===== src/rtl/serial_cmp_pkg.sv =====
// Shared types and defaults for the bit-serial magnitude comparator.
package serial_cmp_pkg;

    localparam int CMP_WIDTH_DEFAULT = 8;

    typedef enum logic [1:0] {
        IDLE = 2'd0,
        SCAN = 2'd1,
        DONE = 2'd2
    } cmp_state_t;

endpackage


===== src/rtl/comparator_1bit.sv =====
// Single-bit magnitude comparator cell: exactly one of gt/lt/eq is high.
module comparator_1bit (
    input  logic a,
    input  logic b,
    output logic gt,
    output logic lt,
    output logic eq
);
    assign gt = a & ~b;
    assign lt = ~a & b;
    assign eq = ~(a ^ b);
endmodule


===== src/rtl/serial_mag_cmp.sv =====
// Bit-serial unsigned magnitude comparator, one bit pair per cycle, MSB first.
// Define SERIAL_CMP_EARLY_EXIT_EN to finish on the first differing bit.
module serial_mag_cmp
    import serial_cmp_pkg::*;
#(
    parameter int WIDTH = CMP_WIDTH_DEFAULT
) (
    input  logic             clk,
    input  logic             rst_n,
    input  logic             in_valid,
    output logic             in_ready,
    input  logic [WIDTH-1:0] a,
    input  logic [WIDTH-1:0] b,
    output logic             out_valid,
    input  logic             out_ready,
    output logic             less_than,
    output logic             equal_to,
    output logic             greater_than,
    output logic             busy
);
    localparam int               IDX_W   = (WIDTH > 1) ? $clog2(WIDTH) : 1;
    localparam logic [IDX_W-1:0] IDX_MSB = IDX_W'(WIDTH - 1);

    cmp_state_t       state, state_nxt;
    logic [WIDTH-1:0] a_r, b_r;
    logic [IDX_W-1:0] idx;
    logic             decided, gt_r, lt_r;
    logic             bit_gt, bit_lt, bit_eq;
    logic             accept, release_w, last_bit, first_diff;

    comparator_1bit u_bit (
        .a  (a_r[idx]),
        .b  (b_r[idx]),
        .gt (bit_gt),
        .lt (bit_lt),
        .eq (bit_eq)
    );

    assign accept     = in_valid & (state == IDLE);
    assign release_w  = out_ready & (state == DONE);
    assign last_bit   = (idx == '0);
    assign first_diff = ~decided & ~bit_eq;

    always_ff @(posedge clk or negedge rst_n) begin
        if (!rst_n) state <= IDLE;
        else        state <= state_nxt;
    end

    always_comb begin
        state_nxt = state;
        unique case (state)
            IDLE: if (in_valid) state_nxt = SCAN;
            SCAN: begin
                if (last_bit) state_nxt = DONE;
`ifdef SERIAL_CMP_EARLY_EXIT_EN
                if (first_diff) state_nxt = DONE;
`endif
            end
            DONE: if (out_ready) state_nxt = IDLE;
            default: state_nxt = IDLE;
        endcase
    end

    // Result is latched on the first differing bit only; later bits cannot disturb it.
    always_ff @(posedge clk or negedge rst_n) begin
        if (!rst_n) begin
            a_r     <= '0;
            b_r     <= '0;
            idx     <= IDX_MSB;
            decided <= 1'b0;
            gt_r    <= 1'b0;
            lt_r    <= 1'b0;
        end else if (accept) begin
            a_r     <= a;
            b_r     <= b;
            idx     <= IDX_MSB;
            decided <= 1'b0;
            gt_r    <= 1'b0;
            lt_r    <= 1'b0;
        end else if (state == SCAN) begin
            if (first_diff) begin
                decided <= 1'b1;
                gt_r    <= bit_gt;
                lt_r    <= bit_lt;
            end
            if (!last_bit) idx <= idx - 1'b1;
        end else if (release_w) begin
            idx     <= IDX_MSB;
            decided <= 1'b0;
            gt_r    <= 1'b0;
            lt_r    <= 1'b0;
        end
    end

    // Flags are gated by DONE so nothing partial is visible during SCAN.
    assign in_ready     = (state == IDLE);
    assign busy         = (state == SCAN);
    assign out_valid    = (state == DONE);
    assign greater_than = (state == DONE) & gt_r;
    assign less_than    = (state == DONE) & lt_r;
    assign equal_to     = (state == DONE) & ~decided;

endmodule


===== config.mk =====
export PLATFORM = sky130hd
export DESIGN_NAME = serial_mag_cmp
export DESIGN_NICKNAME = d
export VERILOG_FILES = /design/src/rtl/serial_cmp_pkg.sv /design/src/rtl/comparator_1bit.sv /design/src/rtl/serial_mag_cmp.sv
export SDC_FILE = /design/constraint.sdc
export NUM_CORES = 1
export LEC_CHECK = 0
export ABC_CLOCK_PERIOD_IN_PS = 2200
export BUFFER_PORTS_ARGS = -buffer_cell sky130_fd_sc_hd__buf_2
export CAP_MARGIN = 20
export CORE_ASPECT_RATIO = 1.1
export CORE_MARGIN = 1.5
export CORE_UTILIZATION = 48
export CTS_CLUSTER_DIAMETER = 30
export DETAILED_ROUTE_END_ITERATION = 6
export GPL_ROUTABILITY_DRIVEN = 0
export PLACE_DENSITY_LB_ADDON = 0.3
export RECOVER_POWER = 50
export SLEW_MARGIN = 5
export SYNTH_ARGS = -nofsm -noshare
export SYNTH_HDL_FRONTEND = slang
export SYNTH_HIERARCHICAL = 1
export SYNTH_SLANG_ARGS = --single-unit

===== constraint.sdc =====
create_clock -name clk -period 2.2 [get_ports clk]
set_input_delay 0.11 -clock clk [delete_from_list [all_inputs] [get_ports clk]]
set_output_delay 0.11 -clock clk [all_outputs]
set_load 0.02 [all_outputs]

### Word-level counts from Yosys, hierarchy flattened

Index checks and enable logic that the tools add are counted.

* add/subtract/negate cells: 1
* $mul: 0
* divide/modulo/power cells: 0
* magnitude comparators: 1
* equality and inequality tests: 7
* shifts and indexed selects: 0
* muxes and demuxes: 22
* bitwise operators: 12
* reductions and logical operators: 6

Operators by type and width (count)
* 1-bit 2-to-1 mux: 12
* 3-bit 2-to-1 mux: 4
* 1-bit bitwise AND: 8
* 1-bit binary-select mux with 3-bit select: 2
* 2-bit 2-to-1 mux: 3
* 2-bit one-hot mux with 3 select lines: 1
* 3-bit by 4-bit less-than comparator with 1-bit output, second input constant: 1
* 2-bit by 1-bit != test with 1-bit output, second input constant: 2
* 2-bit AND reduction: 2
* 3-bit zero test: 1
* 3-bit by 1-bit != test with 1-bit output, second input constant: 1
* 3-bit != test, second input constant: 1
* 1-bit NOT: 3
* 3-bit AND reduction: 1
* 3-bit nonzero test: 1
* 3-bit by 1-bit subtractor with 3-bit output, second input constant: 1
* 2-bit by 1-bit == test with 1-bit output, second input constant: 1
* 2-bit == test, second input constant: 1
* 2-bit zero test: 1
* 2-bit != test, second input constant: 1
* 1-bit XOR: 1

* register bits after elaboration: 24
* latch bits: 0
* memory bits (writable): 0
* memory bits (read-only): 0
* input port bits: 20
* output and inout bits: 6
* memories: 0

### Depth between registers and ports, before layout

Gate-level depths: netlist (run 1).

* depth after elaboration: 7
* gate-level depth with buffers: 9
* depth with buffers taken out: 8

### Hierarchy

The synthesis (run 1) kept the hierarchy.

Modules (own cells, without submodules)
* serial_mag_cmp: times used 1, cells an instance 97, area an instance 1286.2 um2, sequential area each 604.3 um2
* comparator_1bit: times used 1, cells an instance 4, area an instance 32.5 um2, sequential area each 0.0 um2

### Worst setup path after synthesis (run 1)

OpenSTA, ideal clock, no wires.

* kind: reg-to-reg
* start point: register idx[0]
* end point: register gt_r
* setup time: 0.127 ns
* arrival time: 2.147 ns
* required time: 2.073 ns
* path slack: -0.074 ns
* cell stages (with the launch flop): 9
* buffers on the path: 1
* cell sequence: dfstp_2 > buf_2 > mux4_2 > nand2_1 > nand2_1 > ha_1 > o211a_1 > a311oi_1 > o2bb2ai_1

* cells in the longest elaborated chain, start to end: 7

Ends and longest elaborated chain
* from (decl): RTL line serial_mag_cmp.sv:26 `logic [IDX_W-1:0] idx;`
* from (signal assigned): RTL line serial_mag_cmp.sv:86 `if (!last_bit) idx <= idx - 1'b1;`
* 1-bit binary-select mux with 3-bit select: RTL line serial_mag_cmp.sv:33 `.b (b_r[idx]),`
* 1-bit 2-to-1 mux (implied by the code): RTL line serial_mag_cmp.sv:33
* 1-bit NOT: RTL line comparator_1bit.sv:9 `assign gt = a & ~b;`
* 1-bit bitwise AND: RTL line comparator_1bit.sv:9
* 1-bit 2-to-1 mux: RTL line serial_mag_cmp.sv:81 `if (first_diff) begin`
* 1-bit 2-to-1 mux: RTL line serial_mag_cmp.sv:80 `end else if (state == SCAN) begin`
* 1-bit 2-to-1 mux: RTL line serial_mag_cmp.sv:73 `end else if (accept) begin`
* to (signal assigned): RTL line serial_mag_cmp.sv:83 `gt_r <= bit_gt;`
* to (decl): RTL line serial_mag_cmp.sv:27 `logic decided, gt_r, lt_r;`

Parallel ways exist; a longest one is shown, timed or not. The select of a mux whose other input is x is not followed.
A chain may end at the register's enable or synchronous reset.

### Final worst setup path (run 1)

* start point: register idx[0]
* end point: register lt_r

* cells in the longest elaborated chain, start to end: 7

Ends and longest elaborated chain
* 1-bit binary-select mux with 3-bit select: RTL line serial_mag_cmp.sv:32 `.a (a_r[idx]),`
* 1-bit 2-to-1 mux (implied by the code): RTL line serial_mag_cmp.sv:32
* 1-bit NOT: RTL line comparator_1bit.sv:10 `assign lt = ~a & b;`
* 1-bit bitwise AND: RTL line comparator_1bit.sv:10
* 1-bit 2-to-1 mux: RTL line serial_mag_cmp.sv:81
* 1-bit 2-to-1 mux: RTL line serial_mag_cmp.sv:80
* 1-bit 2-to-1 mux: RTL line serial_mag_cmp.sv:73
* to (signal assigned): RTL line serial_mag_cmp.sv:84 `lt_r <= bit_lt;`
* to (decl): RTL line serial_mag_cmp.sv:27

Parallel ways exist; a longest one is shown, timed or not. The select of a mux whose other input is x is not followed.

==> results of run 1 <==
==> repair_timing <==
item | in CTS | in global routing
endpoints found under the setup margin | 2 | 2
setup buffers | 1 | 0
endpoints found under the hold margin | 21 | 4
hold buffers | 1 | 4
resized for setup | 4 | 4
pin swaps | 7 | 1
==> logic make-up (layout without fill, tap and decap cells) <==
group	after synthesis	count (layout)	share of synthesized area (%)
AOI/OAI and AO/OA	17	17	10.6
adders and majority gates	4	4	3.80
buffers and inverters	15	48	6.83
DFF	24	24	45.8
muxes	21	21	23.9
and+or+nand+nor	20	20	9.01
==> where the power goes <==
group | internal (mW) | total (mW) | switching (mW)
registers | 0.677 | 0.885 | 0.209
clock network | 0.0709 | 0.197 | 0.126
logic | 0.727 | 1.25 | 0.524
total | 1.47 | 2.33 | 0.859
==> flip-flops by register name, indices dropped and copies added, names as in the netlist <==
register	count
b_r	8
state	2
idx	3
a_r	8
gt_r	1
lt_r	1
decided	1
==> cell type report <==
type                    instances  area (µm²)
clock buffers                   4        26.3
fillers                       219         972
inverters                      10        37.5
multi-input cells              62         662
flip-flops and latches         24         604
well taps                      31        38.8
repair buffers                 34         203
==> placed cells by master, fill, tap and decap left out, drive strengths merged <==
cell type    instances
o22ai                2
nand2                8
dfrtp               21
a21o                 1
buf                 27
o2bb2ai              2
nor2                 3
nand3b               1
inv                 10
clkbuf               6
and2b                1
dlygate4sd3          5
o211a                2
ha                   4
nand2b               1
mux2                17
a22o                 1
o21ai                1
mux4                 4
a32oi                1
nor3b                3
a221oi               2
dfstp                3
and3                 3
a31oi                2
a311oi               2
a21oi                1
==> layer usage <==
layer	GRT usage (%)	share of wire, %	routed length (µm)
met1	22.3	41	1000
met2	30.9	52	1270
met3	3.35	4.2	104
met4	8.42	2.9	70
met5	0	0	0
==> how the worst max path moves through the flow <==
stage | startpoint | end | slack (ns) | cells after the start
final | idx[0] | lt_r | -0.008 | 7
after global placement | idx[0] | gt_r | -0.006 | 8
after global routing | idx[0] | gt_r | -0.12 | 8
after CTS | idx[0] | gt_r | -0.008 | 8
after floorplan | idx[0] | gt_r | 0.01 | 9
after detailed placement | idx[0] | gt_r | -0.08 | 8
==> metrics by stage <==
stage | hold slack (ns) | util, % | TNS (ns) | instances
3_3_place_gp | 0.116 | 57.6 | -0.00578 | 155
3_5_place_dp | 0.123 | 57.6 | -0.114 | 155
2_1_floorplan | -0.186 | - | 0 | 101
5_1_grt | 0.000827 | 61.8 | -0.211 | 165
6_report | 0.0175 | 61.8 | -0.0108 | 165
4_1_cts | 0.00631 | 59.8 | -0.0115 | 161
==> results.toml, run 1 <==
[route]
ant_nets = 0
wl_mm = 2.45
via_per_inst = 5.54
vias = 914
drtIter0Drc = 10
wl_per_cell_um = 14.8
post-route-drc-count = 0
first_pass_iters = 3

[logic_synthesis]
yosys_warnings = 6
synth.top_cells.by_area = "dfrtp_1 40%, mux2_4 10%, mux2_2 6.8%"
synth_edf_count = 0
yosysMostFrequentCell = "dfrtp_1"
synthFlopType = "dfrtp_1"
syn_area_um2 = 1320
yosysSeqAreaShare_pct = 45.8
synth_top_area_share_pct = 39.8
synth_fp_nets = 125
ys_top_cells_by_count = "21 x dfrtp_1, 10 x inv_1, 9 x mux2_4"
avgSynthCellArea_um2 = 13.1
yosysTopAreaCell = "dfrtp_1"
synth-seq-cells = 24
synth.distinct_cells = 31
synthArstFlopShare_pct = 100
syn_inst = 101

[clocking]
clkLatencyLatePin_ns = 0.31
cts.clk_slew.worst_paths_ns = 0.12
cts_tree = "built"
htreeDepth = 1
cts_buffers = 3
ctsLongestPathBuffers = 2
cts_root_buf = "clkbuf_4"
clock-sinks = 24

[status]
violations = "setup timing"
status = "finished, violations left"

[sta]
max_slew_margin_pct = 14.3
worst_slack_ns = -0.00832
worst_pin_slew_ns = 1.28
fin_crit_ns = 2.21
finalMaxSlewViolations = 0
finalHoldViolCount = 0
rsz0062_at_grt = "yes"
fmax_mhz = 453
fin_crit_sh_pct = 100
fin_skew_ns = 0.00118
setup_violations = 2

[setup_path]
r2r_end = "lt_r"
crit_chain = "mux4_2 > nand2_1 > nand2_2 > ha_4 > o211a_1 > a311oi_2 > o2bb2ai_1"
startpoint_type = "flop"
criticalPathCategory = "flop to flop"
cp_slowest_cell = "dfstp_2"
reg2reg_setup_slack_ns = -0.008
endpoint_kind = "flop"
critical_path_required_ns = 2.40
worst-path-max-fanout = 5
path_buf_inv = 0
max_stage_delay_ns = 0.63
reg2reg_from = "idx[0]"
r2r_cells = 7
worstPathArrival_ns = 2.41
cp_top_family = "flip-flops"

[pwr]
leakage_nw = 0.744
p_total_mw = 2.33
p_per_area_nw_per_um2 = 1490
ir_worst_vdd_mv = 0.854

[hold_path]
worstHoldEndpoint = "b_r[6]"
hp-class = "input port to flop"
hold_depth = 2
hp-start = "b[6]"

[placement]
dp.final_hpwl_mm = 1.81
placed_cell_area_um2 = 1470
port_buffers = 25
dp_slack_ns = -0.0797

[final_layout]
layout-drive-gt1-share_pct = 51.5
design_area_um2 = 1570
nets = 159
area_growth_pct = 19.2
insertedDiodeCount = 0

[global_routing]
grt_pass1_wl_mm = 3.97
grt_max_degree = 25
grt_pass1_vias = 882
grt.total_usage_pct = 18.2
grt_overflow_total = 0
antenna_found_initial = 0

[job]
drv_cap = 0

[die]
initial_utilization_pct = 51.8
chipHeight_um = 58.0
num_rows = 19
coreArea_um2 = 2540
io_pins = 26
die_width_um = 53.0
die_area_um2 = 3070
Note: power is estimated with default switching activity, not from simulation.
==> run 2, diff against run 1 <==
- CORE_UTILIZATION: 48 -> 51
- CTS_BUF_LIST: default -> sky130_fd_sc_hd__clkbuf_4
- PLACE_DENSITY: default -> 0.81
- PLACE_DENSITY_LB_ADDON: 0.3 -> default
==> results.toml, run 2 (same netlist as run 1, synthesis figures left out) <==
[status]
status = "complete, no violations"

[sta]
fin_crit_ns = 2.20
fin_crit_sh_pct = 99.8
fmax_mhz = 455
worst_pin_slew_ns = 1.27
finalMaxSlewViolations = 0
rsz0062_at_grt = "yes"
fin_skew_ns = 0.00567
finalHoldViolCount = 0
setup_violations = 0
max_slew_margin_pct = 15.2
worst_slack_ns = 0.00392

[setup_path]
worstPathArrival_ns = 2.45
cp_slowest_cell = "dfstp_2"
startpoint_type = "flop"
cp_top_family = "flip-flops"
path_buf_inv = 0
critical_path_required_ns = 2.46
endpoint_kind = "flop"
crit_chain = "mux4_2 > nand2_1 > nand2_2 > ha_4 > nor2_2 > a221oi_2 > o2bb2ai_1"
max_stage_delay_ns = 0.63
criticalPathCategory = "flop to flop"
worst-path-max-fanout = 5

[final_layout]
fillCellCount = 211
design_area_um2 = 1590
layout.cells.non_filler = 167
area_growth_pct = 20.7
layout_common_cells = "23 x buf_2, 21 x dfrtp_1, 9 x inv_1, 9 x mux2_4"
nets = 161
layout.cells.most_common = "buf_2"
top_regs = "a_r: 8 flops, b_r: 8 flops, idx: 3 flops"
insertedDiodeCount = 0
layout-drive-gt1-share_pct = 49.3

[placement]
placed_cell_area_um2 = 1470
dp_slack_ns = -0.0913
port_buffers = 25
place_inst = 155
dp.final_hpwl_mm = 1.78

[clocking]
cts.clk_slew.worst_paths_ns = 0.13
cts_buffers = 3
postCtsSetupBuffers = 0
cts_tree = "built"
ctsLongestPathBuffers = 2
htreeDepth = 1
clock-sinks = 24
clkLatencyLatePin_ns = 0.33
cts_root_buf = "clkbuf_4"

[global_routing]
grt_max_degree = 25
grt_overflow_total = 0
grt_pass1_wl_mm = 4.13
grt_pass1_vias = 913
grt.total_usage_pct = 19.5
antenna_found_initial = 0

[die]
die_area_um2 = 2900
chipHeight_um = 56.3
coreArea_um2 = 2470
num_rows = 19
io_pins = 26
initial_utilization_pct = 53.3
die_width_um = 51.5

[route]
wl_per_cell_um = 14.8
ant_nets = 0
drtIter0Drc = 15
vias = 927
wl_mm = 2.46
first_pass_iters = 5
post-route-drc-count = 0
via_per_inst = 5.55

[pwr]
leakage_nw = 0.754
ir_worst_vdd_mv = 0.929
p_total_mw = 2.31
p_per_area_nw_per_um2 = 1450

[hold_path]
hp-class = "input port to flop"

[job]
drv_cap = 0
## run 2: cell count changes in the layout (fill, tap and decap cells not counted), sizes merged
| cell | change |
|---|---|
| dlygate4sd3 | +3 |
| buf | -1 |
| clkbuf | -1 |
| clkinv | +1 |
## run 2: path summary, 6_finish.rpt
kind | start | endpoint | slack (ns) | cells past startpoint
worst min-delay path | a[1] | a_r[1] | 0.007 | 2
worst min register to register | a_r[5] | a_r[5] | 0.53 | 1
worst max-delay path | idx[0] | gt_r | 0.004 | 7
max in group asynchronous | rst_n | a_r[4] | 0.89 | 2
worst max register to register | idx[0] | gt_r | 0.004 | 7
min in group asynchronous | rst_n | state[1] | 0.56 | 2
## run 2: area by class of cell
cell class / count / area (µm²) / share of cell area [%]
Sequential cell: 24 / 604 / 38.0
Multi-Input combinational cell: 62 / 659 / 41.4
Tap cell: 31 / 38.8 / 2.44
Clock inverter: 1 / 3.75 / 0.236
Timing Repair Buffer: 36 / 225 / 14.2
Inverter: 10 / 37.5 / 2.36
Clock buffer: 3 / 22.5 / 1.42
## run 2: power by group
group	total (mW)	internal [mW]	switching (mW)	leakage (nW)
Combinational	1.23	0.707	0.526	0.464
Sequential	0.876	0.676	0.200	0.274
Clock	0.202	0.0668	0.135	0.0154
## run 2: stage by stage
stage	util [%]	setup TNS, ns	hold WS [ns]
after floorplan	-	0	-0.186
after global placement	59.3	-0.00335	0.108
after detailed placement	59.3	-0.122	0.115
after CTS	63.1	0	0.000249
after global routing	64.4	-0.226	0.000441
final	64.4	0	0.00682
## run 2: repair_timing
| action | in CTS | in global routing |
|---|---|---|
| gates resized for setup | 5 | 2 |
| endpoints found under the setup margin | 2 | 2 |
| endpoints found under the hold margin | 25 | 3 |
| pin swaps | 4 | 0 |
| hold buffers | 5 | 3 |
## run 2: layer usage
metal,vias to the layer above,wire [µm],track usage [%]
met3,8,112,3.19
met1,453,1070,24.1
met4,0,67,10.2
li1,436,-,-
met2,30,1210,32.4
met5,-,0,0
